==> src/rtl/ad9361_tdd_sequencer.sv <==
// TDD sync generator/tracker and per-chip ENABLE/TXNRX sequencer for NUM_CHIPS AD9361 devices.
// Requested changes take effect on a shared sync boundary; direction changes are guarded.
module ad9361_tdd_sequencer #(
  parameter int unsigned NUM_CHIPS        = 2,
  parameter bit          MASTER           = 1'b1,
  parameter int unsigned SYNC_PERIOD      = 1000,
  parameter int unsigned SYNC_PULSE_WIDTH = 4,
  parameter int unsigned GUARD_CYCLES     = 16
) (
  input  logic                 axi_aclk,
  input  logic                 axi_areset,
  input  logic [NUM_CHIPS-1:0] up_enable,
  input  logic [NUM_CHIPS-1:0] up_txnrx,
  input  logic                 tdd_sync_i,
  output logic                 tdd_sync_o,
  output logic                 tdd_sync_t,
  output logic [NUM_CHIPS-1:0] enable,
  output logic [NUM_CHIPS-1:0] txnrx,
  output logic [NUM_CHIPS-1:0] busy,
  output logic                 sync_strobe,
  output logic                 sync_lost
);

  localparam int unsigned PW = $clog2(SYNC_PERIOD);
  localparam int unsigned WW = $clog2(SYNC_PULSE_WIDTH + 1);
  localparam int unsigned DW = $clog2(2 * SYNC_PERIOD + 1);
  localparam int unsigned GW = $clog2(GUARD_CYCLES + 1);

  localparam logic [PW-1:0] PeriodLast = PW'(SYNC_PERIOD - 1);
  localparam logic [WW-1:0] PulseLen   = WW'(SYNC_PULSE_WIDTH);
  localparam logic [DW-1:0] WdMax      = DW'(2 * SYNC_PERIOD);
  localparam logic [GW-1:0] GuardLast  = GW'(GUARD_CYCLES - 1);

  typedef enum logic [1:0] {StStable, StGuardOff, StGuardOn} chip_state_e;

  // ---------------------------------------------------------------------------------------------
  // Sync boundary generation / tracking
  // ---------------------------------------------------------------------------------------------
  logic [PW-1:0] period_q, period_d;
  logic [WW-1:0] pulse_q, pulse_d;
  logic [DW-1:0] wd_q, wd_d;
  logic [2:0]    sync_meta_q;
  logic          sync_dly_q;
  logic          strobe_q, strobe_d;

  always_comb begin
    period_d = (period_q == PeriodLast) ? '0 : period_q + PW'(1);
    pulse_d  = pulse_q;
    if (period_q == PeriodLast) begin
      pulse_d = PulseLen;
    end else if (pulse_q != '0) begin
      pulse_d = pulse_q - WW'(1);
    end
    // Slave: two synchroniser stages, one delay stage, then a registered rising-edge detect.
    strobe_d = MASTER ? (period_q == PeriodLast) : (sync_meta_q[2] & ~sync_dly_q);
    if (strobe_d) begin
      wd_d = '0;
    end else if (wd_q != WdMax) begin
      wd_d = wd_q + DW'(1);
    end else begin
      wd_d = wd_q;
    end
  end

  always_ff @(posedge axi_aclk or posedge axi_areset) begin
    if (axi_areset) begin
      period_q    <= '0;
      pulse_q     <= '0;
      wd_q        <= '0;
      sync_meta_q <= '0;
      sync_dly_q  <= 1'b0;
      strobe_q    <= 1'b0;
    end else begin
      period_q    <= period_d;
      pulse_q     <= pulse_d;
      wd_q        <= wd_d;
      sync_meta_q <= {sync_meta_q[1:0], tdd_sync_i};
      sync_dly_q  <= sync_meta_q[2];
      strobe_q    <= strobe_d;
    end
  end

  assign sync_strobe = strobe_q;
  assign tdd_sync_o  = MASTER & (pulse_q != '0);
  assign tdd_sync_t  = ~MASTER;
  assign sync_lost   = ~MASTER & (wd_q == WdMax);

  // ---------------------------------------------------------------------------------------------
  // Per-chip sequencers
  // ---------------------------------------------------------------------------------------------
  chip_state_e          state_q [NUM_CHIPS];
  chip_state_e          state_d [NUM_CHIPS];
  logic [GW-1:0]        guard_q [NUM_CHIPS];
  logic [GW-1:0]        guard_d [NUM_CHIPS];
  logic [NUM_CHIPS-1:0] en_q, en_d, dir_q, dir_d, busy_q, busy_d;
  logic [NUM_CHIPS-1:0] pend_en_q, pend_en_d, pend_dir_q, pend_dir_d;

  always_ff @(posedge axi_aclk or posedge axi_areset) begin
    if (axi_areset) begin
      for (int i = 0; i < NUM_CHIPS; i++) begin
        state_q[i] <= StStable;
        guard_q[i] <= '0;
      end
      en_q       <= '0;
      dir_q      <= '0;
      busy_q     <= '0;
      pend_en_q  <= '0;
      pend_dir_q <= '0;
    end else begin
      for (int i = 0; i < NUM_CHIPS; i++) begin
        state_q[i] <= state_d[i];
        guard_q[i] <= guard_d[i];
      end
      en_q       <= en_d;
      dir_q      <= dir_d;
      busy_q     <= busy_d;
      pend_en_q  <= pend_en_d;
      pend_dir_q <= pend_dir_d;
    end
  end

  always_comb begin
    state_d = state_q;
    for (int i = 0; i < NUM_CHIPS; i++) begin
      unique case (state_q[i])
        StStable: begin
          if (strobe_q && (up_txnrx[i] != dir_q[i])) state_d[i] = StGuardOff;
        end
        StGuardOff: begin
          if (guard_q[i] == GuardLast) state_d[i] = StGuardOn;
        end
        StGuardOn: begin
          if (guard_q[i] == GuardLast) state_d[i] = StStable;
        end
        default: state_d[i] = StStable;
      endcase
    end
  end

  always_comb begin
    guard_d    = guard_q;
    en_d       = en_q;
    dir_d      = dir_q;
    pend_en_d  = pend_en_q;
    pend_dir_d = pend_dir_q;
    busy_d     = '0;
    for (int i = 0; i < NUM_CHIPS; i++) begin
      busy_d[i] = (state_d[i] != StStable);
      unique case (state_q[i])
        StStable: begin
          if (strobe_q) begin
            if (up_txnrx[i] != dir_q[i]) begin
              // Pending values are frozen here until the sequence returns to stable.
              pend_en_d[i]  = up_enable[i];
              pend_dir_d[i] = up_txnrx[i];
              en_d[i]       = 1'b0;
              guard_d[i]    = '0;
            end else begin
              en_d[i] = up_enable[i];
            end
          end
        end
        StGuardOff: begin
          if (guard_q[i] == GuardLast) begin
            guard_d[i] = '0;
            dir_d[i]   = pend_dir_q[i];
          end else begin
            guard_d[i] = guard_q[i] + GW'(1);
          end
        end
        StGuardOn: begin
          if (guard_q[i] == GuardLast) begin
            guard_d[i] = '0;
            en_d[i]    = pend_en_q[i];
          end else begin
            guard_d[i] = guard_q[i] + GW'(1);
          end
        end
        default: guard_d[i] = '0;
      endcase
    end
  end

  assign enable = en_q;
  assign txnrx  = dir_q;
  assign busy   = busy_q;

endmodule

==> config.mk <==
export PLATFORM = sky130hd
export DESIGN_NAME = ad9361_tdd_sequencer
export DESIGN_NICKNAME = d
export VERILOG_FILES = /design/src/rtl/ad9361_tdd_sequencer.sv
export SDC_FILE = /design/constraint.sdc
export NUM_CORES = 1
export LEC_CHECK = 0
export CORE_MARGIN = 3
export CORE_UTILIZATION = 51
export DETAILED_ROUTE_END_ITERATION = 7
export PLACE_DENSITY_LB_ADDON = 0.1
export SLEW_MARGIN = 15
export SYNTH_ARGS = -nofsm -noshare
export SYNTH_HDL_FRONTEND = slang
export SYNTH_SLANG_ARGS = --single-unit
==> constraint.sdc <==
create_clock -name axi_aclk -period 1.7 [get_ports axi_aclk]
set_clock_uncertainty 0.1 [all_clocks]
set_input_delay 0.17 -clock axi_aclk [delete_from_list [all_inputs] [get_ports axi_aclk]]
set_output_delay 0.17 -clock axi_aclk [all_outputs]
set_load 0.1 [all_outputs]
# After elaboration in Yosys (flattened, before gate mapping)
# Cells that the tools add are included.
# totals
regBits	38
input_bits	7
output_inout_bits	10
elab_cells	82
# op_classes
add_sub_neg	4
eq_ne	15
muxes	27
n_reduce_logical	20
# ops
cell	count
two-way mux 5 bit	6
one-hot mux 5 bit (2 select lines)	2
two-way mux 2 bit	6
!= test 2 bit, second input constant	6
one-hot mux 2 bit (3 select lines)	2
AND reduction 3 bit	4
adder 10 x 1 -> 10 bit, second input constant	1
adder 5 x 1 -> 5 bit, second input constant	2
== test 10 bit, second input constant	1
== test 5 x 4 -> 1 bit, second input constant	2
two-way mux 10 bit	1
nonzero test 2 bit	5
AND reduction 2 bit	4
two-way mux 1 bit	6
two-way mux 3 bit	2
== test 2 x 1 -> 1 bit, second input constant	2
== test 2 bit, second input constant	2
zero test 2 bit	2
one-hot mux 1 bit (2 select lines)	2
OR reduction 2 bit	2
nonzero test 3 bit	1
subtractor 3 x 1 -> 3 bit, second input constant	1
logical AND 1 bit	2
!= test 1 bit	2

# Logic depth before layout (Yosys ltp)
# depth
depth_word	5
mapped_depth	6
ltp_nobuf	6

# Worst setup path after synthesis
# Ideal clock, no wire load.
# synth_path
path_kind	register -> register
startpoint	reg strobe_q, in the netlist sync_strobe
endpoint	reg busy_q[1], in the netlist busy[1]
arrival_ps	2046
setup_slack_ps	-573
path_stages_with_launch	6
n_path_buf	1
path_cell_list	dfrtp_1 -> buf_2 -> inv_1 -> o21a_1 -> o31a_1 -> or2_2
# synth_rtl
item	line	source
from (decl)	44	logic strobe_q, strobe_d;
from (signal assigned)	79	strobe_q <= strobe_d;
to (signal assigned)	116	busy_q <= busy_d;
to (decl)	95	logic [NUM_CHIPS-1:0] en_q, en_d, dir_q, dir_d, busy_q, busy_d;

==> impl_metrics.sql <==
INSERT INTO impl_metrics (metric_group, metric, value, unit) VALUES
('layout', 'final_cell_count_no_fill', '289', ''),
('power', 'p_leak', '1.18', 'nW'),
('routing', 'detail_route.wirelength', '4.09', 'mm'),
('layout', 'mostFrequentLayoutCells', 'dfrtp_1 (35), buf_4 (26), nand2_1 (19), nor2_1 (16)', ''),
('layout', 'drive_gt1_share', '28.8', '%'),
('placement', 'place_hpwl', '2.88', 'mm'),
('sta', 'period_needed', '1680', 'ps'),
('floorplan', 'design.die.area', '4650', 'um^2'),
('worst_setup_path', 'flop_to_flop_setup_slack', '20', 'ps'),
('cts', 'ctsRootBufferMaster', 'clkbuf_8', ''),
('cts', 'clkSlewWorstSetupHoldPaths', '80', 'ps'),
('routing', 'remaining_drc_errors', '0', ''),
('grt', 'grt_antenna_before_repair', '0', ''),
('floorplan', 'num_rows', '21', ''),
('yosys', 'synth_sequential_area_ratio', '48.2', '%'),
('worst_setup_path', 'worstPathArrival', '1760', 'ps'),
('grt', 'leftover_overflow_at_the_end_of_global_routing', '0', ''),
('layout', 'flow.area_growth_from_synthesis', '31.0', '%'),
('yosys', 'yosysUniqueCellTypes', '45', ''),
('routing', 'dr.pass1.iters', '4', ''),
('outcome', 'outcome', 'finished, final reports clean', ''),
('worst_setup_path', 'cp_slowest_cell', 'dfrtp_1', ''),
('cts', 'ctsHoldBuffers', '0', ''),
('routing', 'dr.first_iter.drc_count', '79', ''),
('worst_setup_path', 'critical_path.endpoint_type', 'flop', ''),
('power', 'total_power', '1.62', 'mW'),
('cts', 'clock_sink_count', '38', ''),
('yosys', 'synthesis.instances', '198', ''),
('floorplan', 'core_area', '3520', 'um^2'),
('floorplan', 'design.portCount', '17', ''),
('layout', 'fillerInstances', '255', ''),
('routing', 'route.vias.total', '1600', ''),
('cts', 'tritoncts', 'done', ''),
('sta', 'slew_viol_final', '0', ''),
('grt', 'vias_in_the_first_global_route', '1598', ''),
('yosys', 'post_synth.cell_area_avg', '9.97', 'um^2'),
('yosys', 'synth_async_sr_flop_share', '100', '%'),
('worst_setup_path', 'worst_setup_path_class', 'reg2reg', ''),
('grt', 'maximum_number_of_pins_on_one_net_before_global_route_repair', '28', ''),
('layout', 'n_antenna_cell', '0', ''),
('layout', 'layout.core_utilization', '73.4', '%'),
('worst_setup_path', 'crit_path_max_incr_delay', '360', 'ps'),
('worst_setup_path', 'cp_cell_sequence', 'ha_2 -> and4b_2 -> nor2_1 -> o31a_1 -> or2_2', ''),
('sta', 'achievable-frequency', '594', 'MHz'),
('sta', 'setup_violations', '0', ''),
('power', 'power_per_cell_area', '627', 'nW/um^2'),
('hold_path', 'hold_class', 'in2async', ''),
('cts', 'cts_buffer_depth', '2', ''),
('placement', 'dp_slack', '-92.5', 'ps'),
('sta', 'worst_slack', '17.6', 'ps'),
('sta', 'timing.final.crit_share', '99.0', '%'),
('yosys', 'synth_area', '1970', 'um^2'),
('yosys', 'yosys_warnings', '0', ''),
('yosys', 'synth_enable_flop_cells', '0', ''),
('routing', 'avgRoutedWirePerCell', '14.2', 'um'),
('job', 'max_cap_viol_count', '0', ''),
('grt', 'grt_util_all_layers', '19.6', '%'),
('cts', 'cts_made_buffers', '5', ''),
('placement', 'port-buffer-count', '13', ''),
('worst_setup_path', 'critical-path-top-delay-family', 'simple AND/OR/NAND/NOR gates', ''),
('sta', 'final.setup.tns', '0', 'ps'),
('cts', 'clk-insertion-delay-late', '290', 'ps'),
('placement', 'dp.cells', '276', ''),
('floorplan', 'chipHeight', '68.2', 'um'),
('routing', 'ant_nets', '0', ''),
('yosys', 'yosys_register_bits', '38', ''),
('worst_setup_path', 'critical_path.max_fanout', '4', ''),
('worst_setup_path', 'cp-start-kind', 'flop', ''),
('yosys', 'synthFlopType', 'dfrtp_1', ''),
('floorplan', 'die_w', '68.2', 'um'),
('layout', 'final_common_cell', 'dfrtp_1', ''),
('worst_setup_path', 'worst_flop_to_flop_path_endpoint', 'busy[1]', ''),
('routing', 'avgViaCountPerCell', '5.54', ''),
('layout', 'num-nets-final', '262', ''),
('sta', 'number_of_hold_violations_in_the_final_report', '0', ''),
('worst_setup_path', 'cp.required', '1780', 'ps'),
('floorplan', 'floorplan.initialDensity', '56.0', '%'),
('sta', 'grt_setup_unrepaired', 'yes', ''),
('cts', 'ctsHtreeMaxLevel', '2', ''),
('power', 'vdd.ir_drop.worst', '0.000619', 'V'),
('grt', 'wire_length_of_the_first_global_routing_pass', '6.78', 'mm'),
('worst_setup_path', 'reg2regPathDepth', '5', ''),
('worst_setup_path', 'r2r_start', 'guard_q[1]', ''),
('placement', 'finalWeightedCongestion', '0.806', ''),
('worst_setup_path', 'worstPathBufferInverterCount', '0', '');
[worst register-to-register path: stages (launching register included)]
cell and delay [ps]:
dfrtp_1 360, ha_2 190, and4b_2 280, nor2_1 70, o31a_1 290, or2_2 300
[synth_stat cells (all sizes together) (3+ instances only)]
cell type	number	area [um^2]
a211oi	3	22.5
a21oi	5	28.8
a31oi	3	18.8
and3	4	25.0
buf	3	20.0
dfrtp	38	951
ha	13	163
inv	15	56.3
mux2	4	45.0
nand2	19	71.3
nand2b	3	18.8
nand3	10	50.1
nor2	18	70.1
nor2b	4	25.0
o21ai	14	70.1
xnor2	4	35.0
xor2	6	52.6
[routing by layer]
layer  global-route usage (%)  vias up  share of wire [%]  wire length [um]
li1                         -      777                  -                 -
met1                     21.7      781                 41              1690
met2                     35.6       35                 53              2180
met3                     5.58        7                4.2               172
met4                     6.45        0                1.4                56
met5                        0        -                  0                 0
[worst max-delay path by stage]
stage	start	endpoint	slack, ps	cells after the start
global placement	up_txnrx[0]	guard_q[8]	-70	5
detailed placement	up_txnrx[0]	guard_q[8]	-90	5
global route	guard_q[1]	busy[1]	-70	5
CTS	guard_q[0]	enable[1]	3	6
floorplan	sync_strobe	busy[1]	-150	5
finish	guard_q[1]	busy[1]	20	5
[sequential cells by signal, summed over array words and instances (netlist names)]
name	cells
guard_q	10
period_q	10
state_q	4
pulse_q	3
busy	2
enable	2
pend_dir_q	2
pend_en_q	2
txnrx	2
sync_strobe	1
[report_power, final]
group	leakage (nW)	internal, mW	switching, mW
clock network	0.0482	0.327	0.317
registers	0.498	0.906	0.00114
logic	0.637	0.0231	0.0474
total	1.18	1.26	0.366
[kinds of logic after synthesis]
group           count (synthesis)  synth area share (%)
buf+inv                        18                  3.87
compound gates                 41                  13.8
other cells                     1                 0.190
xor+xnor                       10                  4.44
simple gates                   72                  18.5
mux                             5                  2.79
flops                          38                  48.2
fa+ha+maj                      13                  8.24
[layout make-up]
type                    count  area, um^2  share of cell area, %
multi-input cells         143        1010                   39.2
well taps                  46        57.6                   2.23
clock inverters             1        5.00                  0.194
clock buffers               7        86.3                   3.34
repair buffers             39         405                   15.7
inverters                  15        56.3                   2.18
flip-flops and latches     38         962                   37.2
[metrics by stage]
step / hold slack [ps] / area, um^2
3_3_place_gp: 338 / 2400
2_1_floorplan: 219 / 2000
6_report: 77.5 / 2580
5_1_grt: 137 / 2580
3_5_place_dp: 354 / 2400
4_1_cts: 81.3 / 2500
[timing repair]
action	4_1_cts	5_1_grt
pin swaps	0	1
hold endpoints to repair	0	0
buffers inserted	0	5
resized for setup	4	12
setup endpoints to repair	3	17
Note: power is estimated with default switching activity, not from simulation.
